File: src/rtl/stereo_sched_pkg.sv
// Shared definitions for the stereo filter scheduler.
//   state_t    : scheduler FSM states, one frame in flight from IDLE back to IDLE
//   chan_left  : channel tag presented to the shared core for the left sample
//   chan_right : channel tag presented to the shared core for the right sample
package stereo_sched_pkg;

    typedef enum logic [2:0] {
        IDLE,
        SEND_L,
        WAIT_L,
        SEND_R,
        WAIT_R,
        OUT
    } state_t;

    localparam logic chan_left  = 1'b0;
    localparam logic chan_right = 1'b1;

endpackage

File: src/rtl/stereo_filter_sched_wait_timer.sv
// Response timer for the WAIT states of the stereo scheduler.
//   clk_i, reset_i : clock, asynchronous active-high reset
//   clear_i        : restart the count at zero (priority over en_i)
//   en_i           : count this cycle (high while waiting for the core)
//   done_o         : high in the enabled cycle whose count equals timeout_p-1,
//                    so the waiting state exits timeout_p cycles after entry
module wait_timer #(
    parameter int timeout_p = 255
) (
    input  logic clk_i,
    input  logic reset_i,
    input  logic clear_i,
    input  logic en_i,
    output logic done_o
);

    localparam int cw = (timeout_p > 1) ? $clog2(timeout_p) : 1;
    localparam logic [cw-1:0] last = cw'(timeout_p - 1);

    logic [cw-1:0] count;

    // NOTE: sequential state is written only with non-blocking assignments so
    // every flop samples the pre-edge values of its neighbours.
    always_ff @(posedge clk_i or posedge reset_i) begin
        if (reset_i) begin
            count <= '0;
        end else if (clear_i) begin
            count <= '0;
        end else if (en_i && count != last) begin
            // Saturates at the terminal value; the FSM leaves WAIT on done_o anyway.
            count <= count + 1'b1;
        end
    end

    assign done_o = en_i && (count == last);

endmodule

File: src/rtl/stereo_filter_sched.sv
// Stereo scheduler around one shared mono filter core.
// Accepts a stereo frame, sends left then right through the core with a channel
// tag, collects both results and emits one stereo frame. Per-frame bypass skips
// the core; a missing core response times out and passes the input sample through.
//   clk_i, reset_i               : clock, asynchronous active-high reset
//   valid_i, ready_o             : stereo input handshake
//   data_left_i, data_right_i    : input samples
//   bypass_i                     : sampled at accept, 1 = skip the core
//   valid_o, ready_i             : stereo output handshake
//   data_left_o, data_right_o    : output samples
//   f_valid_o, f_ready_i         : sample handshake towards the core
//   f_data_o, f_chan_o           : sample and channel tag towards the core
//   f_valid_i, f_ready_o         : result handshake from the core
//   f_data_i                     : core result
//   frames_o                     : frames emitted, wraps
//   err_o                        : sticky timeout flag
// Every output is decoded from registered state only.
module stereo_filter_sched
    import stereo_sched_pkg::*;
#(
    parameter int width_p     = 24,
    parameter int timeout_p   = 255,
    parameter int cnt_width_p = 16
) (
    input  logic                   clk_i,
    input  logic                   reset_i,
    input  logic                   valid_i,
    input  logic [width_p-1:0]     data_left_i,
    input  logic [width_p-1:0]     data_right_i,
    output logic                   ready_o,
    output logic                   valid_o,
    output logic [width_p-1:0]     data_left_o,
    output logic [width_p-1:0]     data_right_o,
    input  logic                   ready_i,
    input  logic                   bypass_i,
    output logic                   f_valid_o,
    output logic [width_p-1:0]     f_data_o,
    output logic                   f_chan_o,
    input  logic                   f_ready_i,
    input  logic                   f_valid_i,
    input  logic [width_p-1:0]     f_data_i,
    output logic                   f_ready_o,
    output logic [cnt_width_p-1:0] frames_o,
    output logic                   err_o
);

    state_t state, state_next;

    // Low while reset is held and for the first edge after release, so ready_o
    // can be low during reset without a combinational path from reset_i.
    logic run;

    logic [width_p-1:0]     left_in, right_in;
    logic [width_p-1:0]     left_out, right_out;
    logic [cnt_width_p-1:0] frames;
    logic                   err;

    logic accept;
    logic timer_clear;
    logic timer_done;
    logic timeout;

    // The count is held at zero through SEND_*, so it is zero on WAIT_* entry.
    assign timer_clear = (state == SEND_L) || (state == SEND_R);
    // A core result in the terminal cycle wins over the timeout.
    assign timeout     = timer_done && !f_valid_i;
    assign accept      = ready_o && valid_i;

    wait_timer #(
        .timeout_p(timeout_p)
    ) u_wait_timer (
        .clk_i  (clk_i),
        .reset_i(reset_i),
        .clear_i(timer_clear),
        .en_i   (f_ready_o),
        .done_o (timer_done)
    );

    always_ff @(posedge clk_i or posedge reset_i) begin
        if (reset_i) begin
            state <= IDLE;
            run   <= 1'b0;
        end else begin
            state <= state_next;
            run   <= 1'b1;
        end
    end

    always_comb begin
        // NOTE: every signal driven here gets a default first, so no branch
        // can leave one unassigned and infer a latch.
        state_next = state;
        ready_o    = 1'b0;
        valid_o    = 1'b0;
        f_valid_o  = 1'b0;
        f_ready_o  = 1'b0;
        f_chan_o   = chan_left;
        f_data_o   = left_in;
        case (state)
            IDLE: begin
                ready_o = run;
                if (run && valid_i) state_next = bypass_i ? OUT : SEND_L;
            end
            SEND_L: begin
                f_valid_o = 1'b1;
                if (f_ready_i) state_next = WAIT_L;
            end
            WAIT_L: begin
                f_ready_o = 1'b1;
                if (f_valid_i || timeout) state_next = SEND_R;
            end
            SEND_R: begin
                f_valid_o = 1'b1;
                f_chan_o  = chan_right;
                f_data_o  = right_in;
                if (f_ready_i) state_next = WAIT_R;
            end
            WAIT_R: begin
                f_ready_o = 1'b1;
                f_chan_o  = chan_right;
                f_data_o  = right_in;
                if (f_valid_i || timeout) state_next = OUT;
            end
            OUT: begin
                valid_o = 1'b1;
                if (ready_i) state_next = IDLE;
            end
            default: state_next = IDLE;
        endcase
    end

    // NOTE: the sample registers are plain flops, not a memory, so they take
    // the asynchronous reset like the rest of the state.
    always_ff @(posedge clk_i or posedge reset_i) begin
        if (reset_i) begin
            left_in   <= '0;
            right_in  <= '0;
            left_out  <= '0;
            right_out <= '0;
            frames    <= '0;
            err       <= 1'b0;
        end else begin
            case (state)
                IDLE: begin
                    if (accept) begin
                        left_in  <= data_left_i;
                        right_in <= data_right_i;
                        if (bypass_i) begin
                            left_out  <= data_left_i;
                            right_out <= data_right_i;
                        end
                    end
                end
                WAIT_L: begin
                    if (f_valid_i) begin
                        left_out <= f_data_i;
                    end else if (timeout) begin
                        left_out <= left_in;
                        err      <= 1'b1;
                    end
                end
                WAIT_R: begin
                    if (f_valid_i) begin
                        right_out <= f_data_i;
                    end else if (timeout) begin
                        right_out <= right_in;
                        err       <= 1'b1;
                    end
                end
                OUT: begin
                    if (ready_i) frames <= frames + 1'b1;
                end
                default: ;
            endcase
        end
    end

    assign data_left_o  = left_out;
    assign data_right_o = right_out;
    assign frames_o     = frames;
    assign err_o        = err;

endmodule

File: config.mk
export PLATFORM = sky130hd
export DESIGN_NAME = stereo_filter_sched
export DESIGN_NICKNAME = d
export VERILOG_FILES = /design/src/rtl/stereo_sched_pkg.sv /design/src/rtl/stereo_filter_sched_wait_timer.sv /design/src/rtl/stereo_filter_sched.sv
export SDC_FILE = /design/constraint.sdc
export NUM_CORES = 1
export LEC_CHECK = 0
export CORE_MARGIN = 2
export CORE_UTILIZATION = 35
export CTS_CLUSTER_DIAMETER = 120
export DETAILED_ROUTE_END_ITERATION = 7
export PLACE_DENSITY = 0.61
export RECOVER_POWER = 25
export SYNTH_ARGS = -nofsm -noshare
export SYNTH_HDL_FRONTEND = slang
export SYNTH_HIERARCHICAL = 1
export SYNTH_SLANG_ARGS = --single-unit
File: constraint.sdc
create_clock -name clk_i -period 3.9 [get_ports clk_i]
set_input_delay 0.39 -clock clk_i [delete_from_list [all_inputs] [get_ports clk_i]]
set_output_delay 0.39 -clock clk_i [all_outputs]
set_load 0.02 [all_outputs]
* Yosys cells after proc, flatten, opt, wreduce, memory -nomap -nowiden
Cells that the tools add are included.
** Word-level totals
- Bits in registers :: 125
- Input port bits :: 79
- Output and inout bits :: 94
- Logic and storage cells :: 76
** Cells by class
- $add $sub $neg :: 2
- Equality and inequality tests :: 17
- Multiplexer cells :: 26
- Bitwise operators :: 1
- Reduce and logical (&&, ||, !) cells :: 21
** Operators with widths (number)
- 24-bit 2-to-1 mux :: 9
- 24-bit case mux with 2 select lines :: 2
- 3-bit 2-to-1 mux :: 7
- 3-bit case mux with 6 select lines :: 1
- 16-bit by 1-bit adder with 16-bit output (second input constant) :: 1
- 8-bit 2-to-1 mux :: 2
- 2-bit inequality test (second input constant) :: 8
- 8-bit by 1-bit adder with 8-bit output (second input constant) :: 1
- 8-bit == test (second input constant) :: 1
- 8-bit inequality test (second input constant) :: 1
- 4-bit AND reduction :: 2
- 3-bit by 2-bit == test with 1-bit output (second input constant) :: 2
- 3-bit == test (second input constant) :: 2
- 3-bit inequality test (second input constant) :: 2
- 6-bit AND reduction :: 1
- 2-bit nonzero test :: 3
- 2-bit OR reduction :: 3
- 1-bit logical AND :: 5
- 1-bit 2-to-1 mux :: 5
- 2-bit AND reduction :: 2
- 3-bit by 1-bit == test with 1-bit output (second input constant) :: 1
- 3-bit zero test :: 1
- 3-bit AND reduction :: 1
- 1-bit logical OR :: 2
- 2 further kinds :: 2

* Logic depth before layout (Yosys ltp)
Gate-level depths: netlist of the first run.
- Word-level depth :: 8
- Depth in mapped cells :: 10

* Hierarchy
Netlist of the first run, hierarchy kept.
** Modules (own cells, without submodules)
- stereo_filter_sched :: times used 1, cells an instance 548, area each 5778.0 um^2, seq. area each 2927.8 um^2
- wait_timer :: times used 1, cells an instance 50, area each 506.7 um^2, seq. area each 200.2 um^2

* Worst setup path before layout of the first run
Ideal clock, no wire load.
- Kind :: reg-to-reg
- Start :: register state[1]
- End :: register left_out[15], in the netlist data_left_o[15]
- Data arrival time :: 2.566 ns
- Slack :: 1.201 ns
- Cell stages (with the launch flop) :: 11
- Clock period less this slack :: 2.699 ns
- Cells stage by stage :: dfrtp_1 -> buf_6 -> nand2b_1 -> a21oi_1 -> and3_2 -> o21ai_0 -> a211o_1 -> clkbuf_1 -> clkbuf_1 -> nand2_1 -> o21ai_0
** On the way
- Cells in the longest elaborated chain, start to end :: 7
** RTL lines
- start, declared :: RTL line stereo_filter_sched.sv:47 : state_t state, state_next;
- start signal, assigned :: RTL line stereo_filter_sched.sv:84 : state <= state_next;
- 3-bit == test or 3-bit by 2-bit == test with 1-bit output (tied branches) :: RTL line stereo_filter_sched.sv:99 : case (state)
- 2-bit OR reduction (no source line) (*)
- 1-bit 2-to-1 mux (*) :: RTL line stereo_filter_sched.sv:99
- net f_ready_o :: RTL line stereo_filter_sched.sv:42 : output logic f_ready_o,
- 1-bit logical AND (*) :: RTL line stereo_filter_sched_wait_timer.sv:35 : assign done_o = en_i && (count == last);
- net timer_done :: RTL line stereo_filter_sched.sv:60 : logic timer_done;
- 1-bit logical AND (*) :: RTL line stereo_filter_sched.sv:66 : assign timeout = timer_done && !f_valid_i;
- 3-bit inequality test (no source line) (*)
- 4-bit AND reduction (no source line) (*)
- end signal, assigned :: RTL line stereo_filter_sched.sv:149 : left_out <= data_left_i;
- end signal, assigned :: RTL line stereo_filter_sched.sv:156 : left_out <= f_data_i;
- end signal, assigned :: RTL line stereo_filter_sched.sv:158 : left_out <= left_in;
- end, declared :: RTL line stereo_filter_sched.sv:54 : logic [width_p-1:0] left_out, right_out;
Mark *: on every way through the listed nets, which the timed path passes. The rest lies on a longest branch.
A chain may end at the register's enable or synchronous reset.

* Final worst setup path of the first run
- Start :: register state[1]
- End :: output port f_data_o[20]
** On the way
- Cells in the longest elaborated chain, start to end :: 3
** RTL lines
- 3-bit by 2-bit == test with 1-bit output or 3-bit == test (tied branches) :: RTL line stereo_filter_sched.sv:99
- 2-bit OR reduction (no source line) (*)
- 24-bit 2-to-1 mux (*) :: RTL line stereo_filter_sched.sv:99
- end, declared :: RTL line stereo_filter_sched.sv:37 : output logic [width_p-1:0] f_data_o,
Mark *: on every way between the ends. The rest lies on a longest branch, timed or not.

==> flow_summary_export.csv, run 1 <==
group,metric,value,unit
logic_synthesis,yosysSeqAreaShare,49.8,%
pwr,powerDensity,795,nW/um^2
setup_path,critical_path_required,3510,ps
logic_synthesis,yosys.area.top_type_share,49.8,%
drt,viasPerCell,5.07,
sta,holdWs,459,ps
cells_and_area,area_growth,39.9,%
drt,drt-total-wl,17000,um
cells_and_area,drive_above_1_share,16.8,%
sta,clock_skew,18.3,ps
grt,grt_max_degree,67,
drt,drt-pass1-iter-count,5,
grt,grt_first_pass_wirelength,27400,um
logic_synthesis,yosys_warnings,6,
clock_network,tritoncts,"done",
drt,avgRoutedWirePerCell,17.1,um
grt,use_met2,29.9,%
run_status,outcome,"complete, no violations",
cells_and_area,final_area,8790,um^2
place,place_area,8230,um^2
floorplanning,start_util,35.3,%
sta,fmax,301,MHz
cells_and_area,nets,840,
floorplanning,ios,173,
clock_network,post_cts_buffers,0,
logic_synthesis,yosys_most_used_dff,"dfrtp_1",
grt,grt_antenna_before_repair,0,
cells_and_area,n_antenna_cell,0,
sta,finalMaxSlewViolations,0,
place,dp_slack,1010,ps
sta,fin_crit,3320,ps
clock_network,h-tree-depth,4,
setup_path,worstSetupPathType,"flop to output port",
clock_network,cts_buffers,17,
pwr,share_seq_of_total_power,31.7,%
drt,drt_iter0_markers,208,
clock_network,cts_hold_buf,0,
setup_path,arrival,2930,ps
logic_synthesis,synth-edff-count,0,
clock_network,cts.path.max_buffers,2,
sta,fin_ws,578,ps
floorplanning,die_h,138,um
floorplanning,die_area,19000,um^2
logic_synthesis,yosys.area.top_type,"dfrtp_1",
pwr,power_frac_clock,22.6,%
flow_run,maxCapViolations,0,
cells_and_area,final_cells,996,
grt,grt_use_met3,6.55,%
sta,rsz0062_at_grt,"false",
grt,top_usage_layer,"met2",
sta,tns,0,ps
sta,finalCritPeriodShare,85.2,%
logic_synthesis,synthDistinctLibCells,49,
logic_synthesis,ys_async_sr_fraction,100,%
setup_path,worstSetupStartpointType,"flop",
pwr,leakage,3.78,nW
logic_synthesis,synth.area.top_cells,"dfrtp_1, mux2_2, o21ai_0, mux2i_1, nand2_1",
clock_network,cts-root-buf,"clkbuf_16",
pwr,internal-power,4.44,mW
sta,finalHoldViolCount,0,
drt,vias,5049,
grt,globalRouteTotalUtil,18.2,%
place,dp.final_hpwl,11500,um
logic_synthesis,syn_nets,680,
clock_network,clkTransAtPathRegs,50,ps
place,io_buffers,172,
sta,tightest_slew,1340,ps
drt,postRouteAntennaNets,0,
pwr,ir_drop,0.448,mV
pwr,power_switching,2.55,mW
floorplanning,rows,49,
pwr,sw_frac_of_total,36.5,%
clock_network,ctsResizeCount,0,
floorplanning,core-area,17800,um^2
setup_path,crit_fanout,13,
logic_synthesis,synthCells,598,
setup_path,worstSetupEndpointType,"output port",
drt,route.detailed.drc,0,
logic_synthesis,syn_area,6280,um^2
floorplanning,fp.dieW,138,um
worst_hold_path,holdCritPathClass,"input pin to asynchronous set/reset pin",
grt,grt.overflow.total,0,
place,dp_cells,968,
logic_synthesis,postSynthAreaPerCell,10.5,um^2
logic_synthesis,ys_seq_elements,125,
sta,setup_viol,0,
grt,grt_pass1_vias,5235,
clock_network,clock-sinks,125,
clock_network,clk_latency,420,ps
pwr,combPwrFrac,45.7,%
grt,met1_usage,22.2,%
place,place_congestion,0.846,
sta,slew-limit-headroom,10.5,%
==> path summary, 6_finish.rpt <==
path	start	endpoint	slack, ps	cells past startpoint
worst max register to register	state[1]$_DFFE_PP0P_	data_right_o[22]$_DFFE_PP0P_	980	7
max in group asynchronous	reset_i	right_in[2]$_DFFE_PP0P_	1420	3
worst max-delay path	state[1]$_DFFE_PP0P_	f_data_o[20]	580	5
worst min register to register	frames_o[15]$_DFFE_PP0P_	frames_o[15]$_DFFE_PP0P_	470	1
min in group clk_i	frames_o[15]$_DFFE_PP0P_	frames_o[15]$_DFFE_PP0P_	470	1
worst min-delay path	reset_i	u_wait_timer/count[6]$_DFFE_PP0P_	460	2
==> flip-flops by register name, summed over array words and instances (netlist names) <==
name and flops:
data_left_o 24, data_right_o 24, left_in 24, right_in 24
frames_o 16, u_wait_timer/count 8, state 3, err_o 1
run 1
==> synth_stat cells, drive strengths merged, types with 3 or more instances <==
cell / number
a211oi: 4
a21oi: 8
and3: 5
buf: 22
clkbuf: 17
dfrtp: 125
ha: 3
inv: 7
mux2: 74
mux2i: 49
nand2: 110
nand2b: 3
nand3: 7
nand4: 5
nand4b: 3
nor2: 10
nor3: 5
o21ai: 102
xnor2: 10
xor2: 6
==> power groups by stage <==
stage | clock, mW | combinational, mW | sequential (mW)
3_5_place_dp | 0 | 3.23 | 2.22
6_report | 1.58 | 3.20 | 2.22
5_1_grt | 1.68 | 3.45 | 2.29
4_1_cts | 1.61 | 3.24 | 2.21
2_1_floorplan | 0 | 1.62 | 2.39
3_3_place_gp | 0 | 3.17 | 2.20
==> critical path, stage by stage (launching register included) <==
cell and delay, ps:
dfrtp_1 500, nand2b_1 270, mux2i_4 600, buf_12 240, mux2_2 350, clkdlybuf4s50_1 550
==> layout by cell type, fill, tap and decap left out, types with 4 or more instances in the layout <==
| master | n |
|---|---|
| a21oi_1 | 8 |
| and3_1 | 4 |
| buf_4 | 5 |
| clkbuf_16 | 17 |
| clkdlybuf4s50_1 | 170 |
| clkinv_2 | 4 |
| dfrtp_1 | 124 |
| inv_1 | 6 |
| mux2_2 | 72 |
| mux2i_1 | 48 |
| nand2_1 | 110 |
| nand3_1 | 6 |
| nand4_1 | 4 |
| nor2_1 | 10 |
| nor3_1 | 5 |
| o21ai_0 | 102 |
| xnor2_1 | 9 |
| xor2_1 | 6 |
==> final cells by class <==
type | instances | area, um^2
clock buffer | 20 | 467
clock inverter | 8 | 118
fill | 1628 | 8980
inverter | 7 | 28.8
multi-input combinational | 427 | 2970
sequential | 125 | 3130
tap | 229 | 287
timing repair buffer | 180 | 1800
==> per-layer routing <==
metal	vias up	wire (um)
met1	2458	7470
met5	-	0
li1	2416	-
met4	0	246
met3	19	1240
met2	156	8050
==> metrics by stage <==
step | total power [mW] | utilization, %
global route | 7.42 | 49.5
CTS | 7.07 | 49.5
floorplan | 4.01 | -
global placement | 5.37 | 46.3
finish | 6.99 | 49.5
detailed placement | 5.45 | 46.3
==> kinds of logic (layout without fill, tap and decap cells) <==
kind of cell | after synthesis | after routing | share of synthesized area [%]
DFF | 125 | 125 | 49.8
other | 1 | 1 | 0.0597
muxes | 123 | 123 | 21.2
adders and majority gates | 3 | 3 | 0.597
buffers and inverters | 46 | 215 | 3.34
AOI/OAI and AO/OA | 126 | 126 | 11.1
and+or+nand+nor | 158 | 158 | 11.5
xor gates and xnor gates | 16 | 16 | 2.35
No activity file was read; power rests on OpenSTA's default activity.
==> run 2, diff against run 1 <==
CTS_CLUSTER_SIZE = 20   (was not set)
==> results of run 2 <==
The final DEF is identical to that of run 1; final timing and power are the same.
